File: config.mk
export PLATFORM = sky130hd
export DESIGN_NAME = key_filter_multi
export DESIGN_NICKNAME = d
export VERILOG_FILES = /design/src/rtl/key_filter_multi.sv
export SDC_FILE = /design/constraint.sdc
export NUM_CORES = 1
export LEC_CHECK = 0
export CAP_MARGIN = 20
export CELL_PAD_IN_SITES_DETAIL_PLACEMENT = 0
export CELL_PAD_IN_SITES_GLOBAL_PLACEMENT = 1
export CORE_MARGIN = 4
export CORE_UTILIZATION = 31
export DETAILED_ROUTE_END_ITERATION = 10
export GPL_TIMING_DRIVEN = 0
export HOLD_SLACK_MARGIN = 0.03
export PLACE_DENSITY_LB_ADDON = 0.3
export SLEW_MARGIN = 20
export SYNTH_ARGS = -nofsm -noshare
export SYNTH_HDL_FRONTEND = slang
export SYNTH_SLANG_ARGS = --single-unit
File: constraint.sdc
create_clock -name clk -period 3.1 [get_ports clk]
set_clock_uncertainty 0.2 [all_clocks]
set_input_delay 0.775 -clock clk [delete_from_list [all_inputs] [get_ports clk]]
set_output_delay 0.775 -clock clk [all_outputs]
set_load 0.005 [all_outputs]
File: src/rtl/key_filter_multi.sv
// N-channel debouncer for active-low keys: 2-flop synchroniser, 4-state filter FSM, level + pulse outputs.
// Optional long-hold pulse on key_long is compiled in with `define LONG_PRESS_EN.
module key_filter_multi #(
    parameter int CHANNELS  = 4,
    parameter int MASK_TIME = 500000,
    parameter int LONG_TIME = 50000000,
    parameter int CNT_W     = 26
) (
    input  logic                clk,
    input  logic                rst_n,
    input  logic [CHANNELS-1:0] key_in,
    output logic [CHANNELS-1:0] key_out,
    output logic [CHANNELS-1:0] key_press,
    output logic [CHANNELS-1:0] key_release,
    output logic [CHANNELS-1:0] key_long
);

    typedef enum logic [1:0] {IDLE, PRESS_FLT, PRESSED, REL_FLT} state_t;

    localparam logic [CNT_W-1:0] MASK_LAST = CNT_W'(MASK_TIME - 1);
`ifdef LONG_PRESS_EN
    localparam logic [CNT_W-1:0] LONG_LAST = CNT_W'(LONG_TIME - 1);
    localparam logic [CNT_W-1:0] LONG_SAT  = CNT_W'(LONG_TIME);
`endif

    // The counter must hold both terminal values without wrapping.
    if (MASK_TIME < 2 || (64'd1 << CNT_W) <= 64'(MASK_TIME) || (64'd1 << CNT_W) <= 64'(LONG_TIME)) begin : g_bad_params
        $error("key_filter_multi: MASK_TIME < 2 or CNT_W too narrow");
    end

    for (genvar i = 0; i < CHANNELS; i++) begin : g_ch
        logic             sync1, sync2;
        state_t           state_q, state_d;
        logic [CNT_W-1:0] cnt_q, cnt_d;
        logic             out_q, out_d;
        logic             press_q, press_d;
        logic             rel_q, rel_d;
`ifdef LONG_PRESS_EN
        logic             long_q, long_d;
`endif

        // NOTE: sequential state uses non-blocking assignments so every flop samples pre-edge values.
        always_ff @(posedge clk or negedge rst_n) begin
            if (!rst_n) begin
                sync1   <= 1'b1;
                sync2   <= 1'b1;
                state_q <= IDLE;
                cnt_q   <= '0;
                out_q   <= 1'b1;
                press_q <= 1'b0;
                rel_q   <= 1'b0;
`ifdef LONG_PRESS_EN
                long_q  <= 1'b0;
`endif
            end else begin
                sync1   <= key_in[i];
                sync2   <= sync1;
                state_q <= state_d;
                cnt_q   <= cnt_d;
                out_q   <= out_d;
                press_q <= press_d;
                rel_q   <= rel_d;
`ifdef LONG_PRESS_EN
                long_q  <= long_d;
`endif
            end
        end

        // NOTE: every combinational output gets a default first, so no path can infer a latch.
        always_comb begin
            state_d = state_q;
            cnt_d   = cnt_q;
            case (state_q)
                IDLE: begin
                    if (!sync2) begin
                        state_d = PRESS_FLT;
                        cnt_d   = '0;
                    end
                end
                PRESS_FLT: begin
                    if (sync2) begin
                        state_d = IDLE;
                        cnt_d   = '0;
                    end else if (cnt_q == MASK_LAST) begin
                        state_d = PRESSED;
                        cnt_d   = '0;
                    end else begin
                        cnt_d = cnt_q + CNT_W'(1);
                    end
                end
                PRESSED: begin
                    if (sync2) begin
                        state_d = REL_FLT;
                        cnt_d   = '0;
                    end
`ifdef LONG_PRESS_EN
                    // Counts past LONG_LAST once, then parks so key_long cannot repeat.
                    else if (cnt_q != LONG_SAT) begin
                        cnt_d = cnt_q + CNT_W'(1);
                    end
`endif
                end
                REL_FLT: begin
                    if (!sync2) begin
                        state_d = PRESSED;
                        cnt_d   = '0;
                    end else if (cnt_q == MASK_LAST) begin
                        state_d = IDLE;
                        cnt_d   = '0;
                    end else begin
                        cnt_d = cnt_q + CNT_W'(1);
                    end
                end
                default: begin
                    state_d = IDLE;
                    cnt_d   = '0;
                end
            endcase
        end

        always_comb begin
            out_d   = out_q;
            press_d = 1'b0;
            rel_d   = 1'b0;
`ifdef LONG_PRESS_EN
            long_d  = 1'b0;
`endif
            case (state_q)
                PRESS_FLT: begin
                    if (!sync2 && cnt_q == MASK_LAST) begin
                        out_d   = 1'b0;
                        press_d = 1'b1;
                    end
                end
                REL_FLT: begin
                    if (sync2 && cnt_q == MASK_LAST) begin
                        out_d = 1'b1;
                        rel_d = 1'b1;
                    end
                end
`ifdef LONG_PRESS_EN
                PRESSED: begin
                    if (!sync2 && cnt_q == LONG_LAST) begin
                        long_d = 1'b1;
                    end
                end
`endif
                default: ;
            endcase
        end

        assign key_out[i]     = out_q;
        assign key_press[i]   = press_q;
        assign key_release[i] = rel_q;
`ifdef LONG_PRESS_EN
        assign key_long[i]    = long_q;
`else
        assign key_long[i]    = 1'b0;
`endif
    end

endmodule

[After elaboration in Yosys (flattened, before gate mapping)]
Cells that the tools add are included.
Storage, ports and cells
  register bits after elaboration: 132
  input bits: 6
  output and inout port bits: 16
  word-level logic and storage cells: 184
Cells by class
  add/sub/neg operators: 4
  eq/ne operators: 40
  muxes and demuxes: 80
  reduce and logical (&&, ||, !) cells: 32
Operator list (count)
  26-bit two-way mux: 20
  26-bit case mux with 4 select lines: 4
  26-bit by 1-bit adder with 26-bit output, second input constant: 4
  26-bit by 19-bit equality test with 1-bit output, second input constant: 4
  2-bit two-way mux: 24
  2-bit != test, second input constant: 16
  2-bit case mux with 4 select lines: 4
  1-bit two-way mux: 24
  3-bit != test, second input constant: 8
  2-bit equality test, second input constant: 8
  4-bit AND reduction: 4
  3-bit AND reduction: 4
  2-bit by 1-bit equality test with 1-bit output, second input constant: 4
  1-bit logical AND: 8
  2-bit logical NOT: 4
  1-bit case mux with 2 select lines: 4
  2-bit AND reduction: 4
  2-bit nonzero test: 4
  1-bit logical NOT: 4

[Longest topological paths before layout]
Gate-level depths: netlist (run 1).
  depth in word-level cells: 4
  mapped depth: 8
  mapped depth without buffers: 6

[Least setup slack after synthesis (run 1)]
OpenSTA, ideal clock, no wires.
  path kind: reg-to-reg
  from: register g_ch[0].cnt_q[0]
  to: register g_ch[0].cnt_q[21]
  setup time: 124 ps
  data arrival time: 1888 ps
  required time: 2776 ps
  path slack: 888 ps
  stages on the path, launching flop included: 9
  path buffers: 2
  period minus slack after synthesis: 2212 ps
  cell sequence: dfrtp_1 ha_1 or4bb_1 nor4_4 a21oi_2 buf_6 buf_6 a32oi_1 nand2_1
Between the ends
  cells in the longest elaborated chain, start to end: 4
  elaborated cells on any way between the ends: 6
  those cells by class: 1 x add/sub; 1 x eq/ne; 4 x mux
RTL lines
  start: declaration: line 34  | logic [CNT_W-1:0] cnt_q, cnt_d;
  start signal: assignment: line 59  | cnt_q <= cnt_d;
  26-bit by 1-bit adder with 26-bit output or 26-bit by 19-bit equality test with 1-bit output (tied branches)
  26-bit two-way mux *: line 84, 107
  26-bit two-way mux, on equally long branches: line 104, 81
  26-bit case mux with 4 select lines *: line 73  | case (state_q)
Every way passes the cells marked *; elsewhere a longest branch is shown, timed or not.
A chain may end at the register's enable or synchronous reset.

[Worst setup path after layout (run 1)]
  from: register g_ch[1].cnt_q[0]
  to: register g_ch[1].cnt_q[16]
Between the ends
  cells in the longest elaborated chain, start to end: 4
  elaborated cells on any way between the ends: 6
  those cells by class: 1 x add/sub; 1 x eq/ne; 4 x mux
RTL lines (line)
  start: declaration: 34
  start signal: assignment: 59
  26-bit by 1-bit adder with 26-bit output or 26-bit by 19-bit equality test with 1-bit output (tied branches)
  26-bit two-way mux *: 84, 107
  26-bit two-way mux, on equally long branches: 104, 81
  26-bit case mux with 4 select lines *: 73
Marked as above.

==> flow_metrics.tcl, run 1 <==
set metrics [dict create \
    grt_pass1_wl_mm 29.2 \
    timing.slew.headroom_pct 46.4 \
    ys_async_sr_fraction_pct 100 \
    finalSetupViolCount 0 \
    synth_ff_type "dfrtp_1" \
    antenna_found_initial 0 \
    cp_common_cell "a21o_1" \
    max_cap_viol_count 0 \
    routedWlPerCell_um 15.8 \
    worstPathMaxFanout 10 \
    cts_hold_buffers 0 \
    end_kind "flip-flop" \
    post_drt_via_cell_ratio 5.33 \
    peakVddDrop_v 0.000335 \
    p_sw_mw 1.42 \
    synth_area_leaders "dfrtp_1, dfstp_2, a31oi_1" \
    clkSinkCount 132 \
    syn_avg_cell_area_um2 9.33 \
    final_nets 813 \
    netlist_instances 763 \
    pwr-share-clk_pct 39.6 \
    ff2ff_path_depth 7 \
    pin_count 22 \
    rrSetupSlack_ns 0.55 \
    reg2reg_to "g_ch[1].cnt_q[16]$_DFFE_PN0P_" \
    crit_family "compound AO/OA/AOI/OAI gates" \
    required_ns 3.21 \
    slew_violations 0 \
    drt_iter0_drc 409 \
    grt_pass1_vias 5584 \
    comb_power_share_pct 18.6 \
    hp-class "primary input to asynchronous set/reset pin" \
    die_area_mm2 0.0255 \
    cts_tree "done" \
    p_int_mw 3.20 \
    overflow 0 \
    postCtsSetupBuffers 0 \
    grt_max_degree 77 \
    crit_buf_inv 1 \
    crit_slowest_cell "dfrtp_1" \
    seqPwrFrac_pct 41.8 \
    fmax_mhz 392 \
    portBuffers 17 \
    die_width_um 160 \
    firstDrtPassIters 5 \
    p_leak_nw 3.44 \
    final_util_pct 36.3 \
    cts_buffers 17 \
    crit_type "flip-flop to flip-flop" \
    hold_viol 0 \
    synth.most_common_cell "dfrtp_1" \
    crit_arrival_ns 2.66 \
    tightest_slew_ns 0.798 \
    power_density_mw_per_mm2 562 \
    start_util_pct 31.4 \
    post-route-min-period_ns 2.55 \
    gp_congestion 0.754 \
    drc 0 \
    period_share_pct 82.2 \
    path_cells "ha_1, nand4_1, nor3_1, a21o_1, buf_2, o21ai_0, a21o_1" \
    drive_above_1_share_pct 12.1 \
    synth_edf_count 0 \
    die_h_um 160 \
    area_growth_pct 15.4 \
    diodes 0 \
    yosys_warnings 0 \
    vias 5865 \
    p_total_mw 4.62 \
    ant_nets 0 \
    dp_hpwl_mm 11.7 \
    clock_latency_ns 0.42 \
    outcome "finished, final reports clean" \
    start_kind "flip-flop" \
    netlist.area_leader.share_pct 42.2 \
    ys_seq_area_share_pct 46.6 \
    syn_area_mm2 0.00712 \
    synth-seq-cells 132 \
    clkTransAtPathRegs_ns 0.06 \
    cts-root-buf "clkbuf_16" \
    cts_resized 0 \
    rsz0062_at_grt "false" \
    htreeDepth 4 \
    placementRows 55 \
    ctsLongestPathBuffers 2 \
    netSwitchingFraction_pct 30.8 \
    grt_util_all_layers_pct 13.8 \
    regToRegStartpoint "g_ch[1].cnt_q[0]$_DFFE_PN0P_" \
    ys_types 67 \
    cp_slowest_stage_delay_ns 0.39 \
    synth_top_area_cell "dfrtp_1" \
    synthTopCellsByCount "dfrtp_1, nand2_1, nor2_1, a21oi_1, a31oi_1" \
    core_mm2 0.0226 \
    wl_mm 17.4 \
]
power by group through the flow:
stage	clock network [mW]	logic, mW	registers (mW)
2_1_floorplan	0	0.593	1.93
3_3_place_gp	0	0.862	1.96
3_5_place_dp	0	0.866	1.96
4_1_cts	1.88	0.870	1.93
5_1_grt	1.95	0.970	1.95
6_report	1.83	0.861	1.93
cell usage in the layout (no fill, tap or decap), drive strengths merged, types with 7 or more instances in the layout:
master	Yosys	routed
a21o	21	21
a21oi	52	52
a22o	8	8
a31oi	48	48
a41oi	9	9
and3	20	20
and4	9	9
buf	34	36
clkbuf	16	43
clkdlybuf4s50	0	16
dfrtp	120	120
dfstp	12	12
inv	29	29
mux2i	7	7
nand2	69	69
nand2b	7	7
nand3	46	46
nand4	20	20
nor2	56	56
nor3	22	22
nor4	23	23
o21ai	36	36
or3	15	15
or4	9	9
xnor2	15	15
xor2	10	10
worst max path at each step:
stage	start	end	slack, ns	cells past startpoint
3_5_place_dp	g_ch[1].cnt_q[0]$_DFFE_PN0P_	g_ch[1].cnt_q[16]$_DFFE_PN0P_	0.55	7
3_3_place_gp	rst_n	g_ch[3].cnt_q[19]$_DFFE_PN0P_	-4.71	1
2_1_floorplan	g_ch[0].cnt_q[0]$_DFFE_PN0P_	g_ch[0].cnt_q[21]$_DFFE_PN0P_	0.89	8
4_1_cts	g_ch[2].out_q$_DFFE_PN1P_	key_out[2]	0.54	2
6_report	g_ch[1].cnt_q[0]$_DFFE_PN0P_	g_ch[1].cnt_q[16]$_DFFE_PN0P_	0.55	7
5_1_grt	g_ch[1].cnt_q[0]$_DFFE_PN0P_	g_ch[1].cnt_q[16]$_DFFE_PN0P_	0.32	7
area by class of cell:
cell class / count / area [um2]
fillers: 2286 / 14400
multi-input cells: 555 / 3400
flip-flops and latches: 132 / 3320
clock buffers: 27 / 503
well taps: 285 / 357
plain buffers: 50 / 303
repair buffers: 18 / 203
inverters: 29 / 109
clock inverters: 5 / 25.0
per-layer routing:
metal	vias up	GRT usage, %	wire (um)
li1	2892	-	-
met5	-	0	0
met3	14	2.74	537
met2	95	21.1	7850
met1	2864	20.0	8840
met4	0	3.63	195
kinds of logic after synthesis:
family	synth area share, %
buffers and inverters	5.78
and+or+nand+nor	25.3
xor gates and xnor gates	3.08
muxes	1.14
adders and majority gates	0.703
other	0.0527
DFF	46.6
AOI/OAI and AO/OA	17.3
worst reg2reg max path, stage by stage (launching register included):
cell and delay [ns]:
dfrtp_1 0.39, ha_1 0.23, nand4_1 0.24, nor3_1 0.35
a21o_1 0.39, buf_2 0.31, o21ai_0 0.13, a21o_1 0.20
per-stage QoR:
stage / setup slack, ns / instances / hold WS, ns / setup TNS, ns / instance area, um2
after floorplan: 0.888 / 766 / 0.145 / 0 / 7130
after global placement: -4.71 / 1068 / 0.148 / -598.83 / 7660
after detailed placement: 0.551 / 1069 / 0.151 / 0 / 7690
after CTS: 0.537 / 1101 / 0.0816 / 0 / 8220
after global routing: 0.322 / 1101 / 0.105 / 0 / 8220
final: 0.552 / 1101 / 0.0679 / 0 / 8220
sequential cells by signal (all words and copies together), names as in the netlist, named ones only:
name / count
g_ch.cnt_q: 104
g_ch.sync2: 4
g_ch.sync1: 4
g_ch.out_q: 4
g_ch.state_q: 4
g_ch.rel_q: 4
g_ch.press_q: 4
Power figures use the tool's default switching activity.
==> run 2, diff against run 1 <==
- clock period: 3.1 -> 2.42 ns (I/O delays scaled with it)
==> run 2 against run 1 <==
Effect of this change: clock power increased by 28%; register-to-register slack got worse by 0.50 ns; design area increased by 3.1%; sequential share of layout area decreased by 1.2 points; critical endpoint is now g_ch[0].cnt_q[21]$_DFFE_PN0P_; critical path depth increased by 1; total power increased by 31%; non-clock buffer count increased by 13; core utilization increased by 1.1 points.
==> flow_metrics.tcl, run 2 (same netlist as run 1, synthesis figures left out) <==
set metrics [dict create \
    final_util_pct 37.4 \
    period_share_pct 97.8 \
    grt_util_all_layers_pct 13.8 \
    p_total_mw 6.05 \
    use_met2_pct 21.1 \
    fill_cells 2261 \
    stdcell_count 1114 \
    post_drt_via_cell_ratio 5.30 \
    start_util_pct 31.4 \
    power_density_mw_per_mm2 714 \
    cts_buffers 17 \
    fin_ws_ns 0.0543 \
    dp.cells 1069 \
    dp_hpwl_mm 11.7 \
    worstPathMaxFanout 10 \
    drc 0 \
    ff2ff_path_depth 8 \
    largest-register "g_ch.cnt_q" \
    ant_nets 0 \
    die_width_um 160 \
    multi_input_area_mm2 0.00353 \
    end_kind "flip-flop" \
    tightest_slew_ns 0.755 \
    clkTransAtPathRegs_ns 0.06 \
    overflow 0 \
    diodes 0 \
    max_cap_viol_count 0 \
    p_leak_nw 3.55 \
    cts_tree "done" \
    outcome "finished, final reports clean" \
    required_ns 2.53 \
    largest_reg_flops 104 \
    rsz0062_at_grt "true" \
    ctsLongestPathBuffers 2 \
    grt_max_degree 77 \
    die_area_mm2 0.0255 \
    grt_pass1_vias 5591 \
    slew_violations 0 \
    final_area_mm2 0.00848 \
    cts-root-buf "clkbuf_16" \
    clkSinkCount 132 \
    tns_ns 0 \
    final_nets 826 \
    dpl-instance-area_mm2 0.00769 \
    reg2reg_to "g_ch[0].cnt_q[21]$_DFFE_PN0P_" \
    core_mm2 0.0226 \
    crit_arrival_ns 2.47 \
    met3_usage_pct 2.74 \
    routedWlPerCell_um 15.9 \
    wl_mm 17.8 \
    vias 5908 \
    crit_type "flip-flop to flip-flop" \
    firstDrtPassIters 5 \
    area_growth_pct 19.1 \
    regToRegStartpoint "g_ch[0].cnt_q[0]$_DFFE_PN0P_" \
    peakVddDrop_v 0.000426 \
    portBuffers 17 \
    post-route-min-period_ns 2.37 \
    drt_iter0_drc 356 \
    rrSetupSlack_ns 0.05 \
    placementRows 55 \
    crit_end "g_ch[0].cnt_q[21]$_DFFE_PN0P_" \
    hold_viol 0 \
    dp_slack_ns -0.129 \
    clock_latency_ns 0.42 \
    layout_common_cells "dfrtp_1, nand2_1, nor2_1" \
    start_kind "flip-flop" \
    pin_count 22 \
    hp-class "flip-flop to flip-flop" \
    grt_pass1_wl_mm 29.2 \
    htreeDepth 4 \
    met1_usage_pct 20.0 \
    die_h_um 160 \
    gp_congestion 0.754 \
    layout_commonest_cell "dfrtp_1" \
    startpoint "g_ch[0].cnt_q[0]$_DFFE_PN0P_" \
    antenna_found_initial 0 \
    hold_ws_ns 0.150 \
    timing.slew.headroom_pct 49.3 \
    grt_busiest_layer "met2" \
    ff_latch_area_mm2 0.00332 \
    finalSetupViolCount 0 \
    fmax_mhz 423 \
    drive_above_1_share_pct 16.6 \
]
==> run 2: cell count changes in the layout (fill, tap and decap cells not counted), sizes merged <==
cell,change
dlygate4sd3,+1
buf,+12
==> run 2: how the worst min path moves through the flow <==
stage,end,cells after the start,start
after floorplan,asynchronous set/reset pin,0,rst_n
after global placement,g_ch[3].sync2$_DFF_PN1_,0,g_ch[3].sync1$_DFF_PN1_
after detailed placement,g_ch[3].sync2$_DFF_PN1_,0,g_ch[3].sync1$_DFF_PN1_
after CTS,g_ch[3].sync2$_DFF_PN1_,0,g_ch[3].sync1$_DFF_PN1_
after global routing,g_ch[3].sync2$_DFF_PN1_,0,g_ch[3].sync1$_DFF_PN1_
final,g_ch[3].sync2$_DFF_PN1_,0,g_ch[3].sync1$_DFF_PN1_
==> run 2: critical path: stages (launching register included) <==
cell and delay (ns):
dfrtp_1 0.39, ha_4 0.18, or4bb_4 0.47, nor4_4 0.33, a21oi_2 0.12, buf_6 0.17, buf_6 0.15, a32oi_1 0.17
nand2_1 0.07
==> run 2: cell type report <==
cell class | count | share of cell area [%]
clock inverters | 5 | 0.295
multi-input cells | 555 | 41.7
flip-flops and latches | 132 | 39.2
clock buffers | 27 | 5.93
plain buffers | 49 | 3.76
repair buffers | 32 | 3.63
well taps | 285 | 4.21
inverters | 29 | 1.28
==> run 2: where the power goes <==
| group | switching, mW | internal, mW | total (mW) |
|---|---|---|---|
| sequential | 0.145 | 2.33 | 2.47 |
| clock | 0.939 | 1.41 | 2.35 |
| combinational | 0.792 | 0.435 | 1.23 |
| total | 1.88 | 4.17 | 6.05 |
==> run 2: what timing repair did <==
action,in CTS,in global routing
gates cloned,0,1
setup buffers,3,9
endpoints found under the hold margin,51,0
hold buffers,1,0
resized for setup,4,37
setup endpoints to repair,32,101
pin swaps,1,8
==> run 2: per-layer routing <==
| metal | share of wire (%) | wire, um |
|---|---|---|
| met1 | 50 | 8970 |
| met2 | 46 | 8110 |
| met3 | 2.8 | 494 |
| met4 | 1.1 | 197 |
| met5 | 0 | 0 |
==> run 3, diff against run 2 <==
- SETUP_SLACK_MARGIN: default -> 0.05
- SLEW_MARGIN: 20 -> default
==> run 3 against run 2 <==
Effect of this change: maximum frequency rose by 2.0%; non-clock buffer count rose by 4; worst setup slack improved by 0.047 ns; critical path type is now flip-flop to output port; largest power group is now clock; largest cell class unchanged; critical path depth fell by 6; core utilization rose by 0.29 points; global-route usage rose by 0.23 points.
==> flow_metrics.tcl, run 3 (same netlist as run 1, synthesis figures left out) <==
set metrics [dict create \
    outcome "finished, final reports clean" \
    clkTransAtPathRegs_ns 0.06 \
    finalSetupViolCount 0 \
    dpl-instance-area_mm2 0.00769 \
    power_density_mw_per_mm2 723 \
    largest-register "g_ch.cnt_q" \
    hold_depth 0 \
    portBuffers 17 \
    tightest_slew_ns 0.647 \
    p_leak_nw 3.62 \
    drive_above_1_share_pct 16.8 \
    required_ns 1.62 \
    route.met3.wl_um 427 \
    placementRows 55 \
    tns_ns 0 \
    dp_hpwl_mm 11.7 \
    timing.slew.headroom_pct 56.6 \
    peakVddDrop_v 0.000432 \
    vias 5951 \
    period_share_pct 95.8 \
    grt_pass1_vias 5694 \
    largest_reg_flops 104 \
    pin_count 22 \
    final_util_pct 37.7 \
    firstDrtPassIters 7 \
    cts-root-buf "clkbuf_16" \
    worstPathMaxFanout 2 \
    hold_ws_ns 0.157 \
    cts_tree "done" \
    hold_viol 0 \
    die_area_mm2 0.0255 \
    slew_violations 0 \
    gp_congestion 0.754 \
    htreeDepth 4 \
    crit_slowest_cell "dfstp_2" \
    area_growth_pct 20.0 \
    ant_nets 0 \
    end_kind "output port" \
    path_cells "buf_4, clkdlybuf4s50_1" \
    wl_mm 17.8 \
    routedWlPerCell_um 15.9 \
    ff_latch_area_mm2 0.00332 \
    grt_pass1_wl_mm 29.7 \
    crit_type "flip-flop to output port" \
    antenna_found_initial 0 \
    hp-class "flip-flop to flip-flop" \
    wl_met1_mm 9.10 \
    dp.cells 1069 \
    post_drt_via_cell_ratio 5.32 \
    die_width_um 160 \
    drc 0 \
    grt_util_all_layers_pct 14.0 \
    start_util_pct 31.4 \
    fill_cells 2278 \
    ff2ff_path_depth 7 \
    die_h_um 160 \
    clkSinkCount 132 \
    multi_input_area_mm2 0.00355 \
    cts_buffers 17 \
    stdcell_count 1118 \
    crit_arrival_ns 1.51 \
    drt_iter0_drc 377 \
    rsz0062_at_grt "true" \
    fmax_mhz 431 \
    layout_common_cells "dfrtp_1, nand2_1, nor2_1" \
    layout_commonest_cell "dfrtp_1" \
    core_mm2 0.0226 \
    final_nets 830 \
    post-route-min-period_ns 2.32 \
    cp_slowest_stage_delay_ns 0.52 \
    final_area_mm2 0.00854 \
    max_cap_viol_count 0 \
    clock_latency_ns 0.42 \
    ctsLongestPathBuffers 2 \
    start_kind "flip-flop" \
    grt_max_degree 77 \
    overflow 0 \
    top_layer "met4" \
    diodes 0 \
    routed-wl-met2_mm 8.21 \
]
==> run 3: report_power, final <==
part | internal [mW] | switching (mW)
logic | 0.445 | 0.785
registers | 2.33 | 0.144
clock network | 1.52 | 0.959
total | 4.29 | 1.89
==> run 3: path summary, 6_finish.rpt <==
path / startpoint / endpoint / slack [ns]
max in group asynchronous: rst_n / g_ch[3].sync1$_DFF_PN1_ / 0.69
setup / recovery: g_ch[3].out_q$_DFFE_PN1P_ / key_out[3] / 0.10
setup reg to reg: g_ch[0].cnt_q[12]$_DFFE_PN0P_ / g_ch[0].cnt_q[21]$_DFFE_PN0P_ / 0.11
hold reg to reg: g_ch[3].sync1$_DFF_PN1_ / g_ch[3].sync2$_DFF_PN1_ / 0.16
hold / removal: g_ch[3].sync1$_DFF_PN1_ / g_ch[3].sync2$_DFF_PN1_ / 0.16
min in group asynchronous: rst_n / g_ch[0].cnt_q[20]$_DFFE_PN0P_ / 0.50
==> run 3: through the flow <==
| stage | power (mW) | setup slack, ns |
|---|---|---|
| after floorplan | 3.23 | 0.208 |
| after global placement | 3.61 | -5.22 |
| after detailed placement | 3.62 | -0.147 |
| after CTS | 6.16 | 0.0130 |
| after global routing | 6.51 | -0.0352 |
| final | 6.18 | 0.101 |
==> run 3: cell type report <==
type	count	area share [%]
multi-input combinational	555	41.5
sequential	132	38.9
clock buffer	27	5.89
tap	285	4.18
timing repair buffer	37	3.98
buffer	48	3.69
inverter	29	1.27
clock inverter	5	0.586
==> run 3: repair_timing <==
item | 4_1_cts | 5_1_grt
pin swaps | 3 | 8
buffers inserted | 5 | 13
hold endpoints to repair | 51 | 0
endpoints found under the setup margin | 87 | 95
resized for setup | 20 | 27
hold buffers | 1 | 0
==> run 3: metal layers <==
metal  global-route usage (%)  up-vias
li1                         -     2939
met1                     20.4     2927
met2                     21.5       78
met3                     3.00        7
met4                     3.20        0
met5                        0        -
==> run 3: worst max-delay path, delay by kind of cell (launching register included) <==
| kind | cells | cell delay (ns) |
|---|---|---|
| DFF | 1 | 0.52 |
| buffers and inverters | 2 | 0.57 |
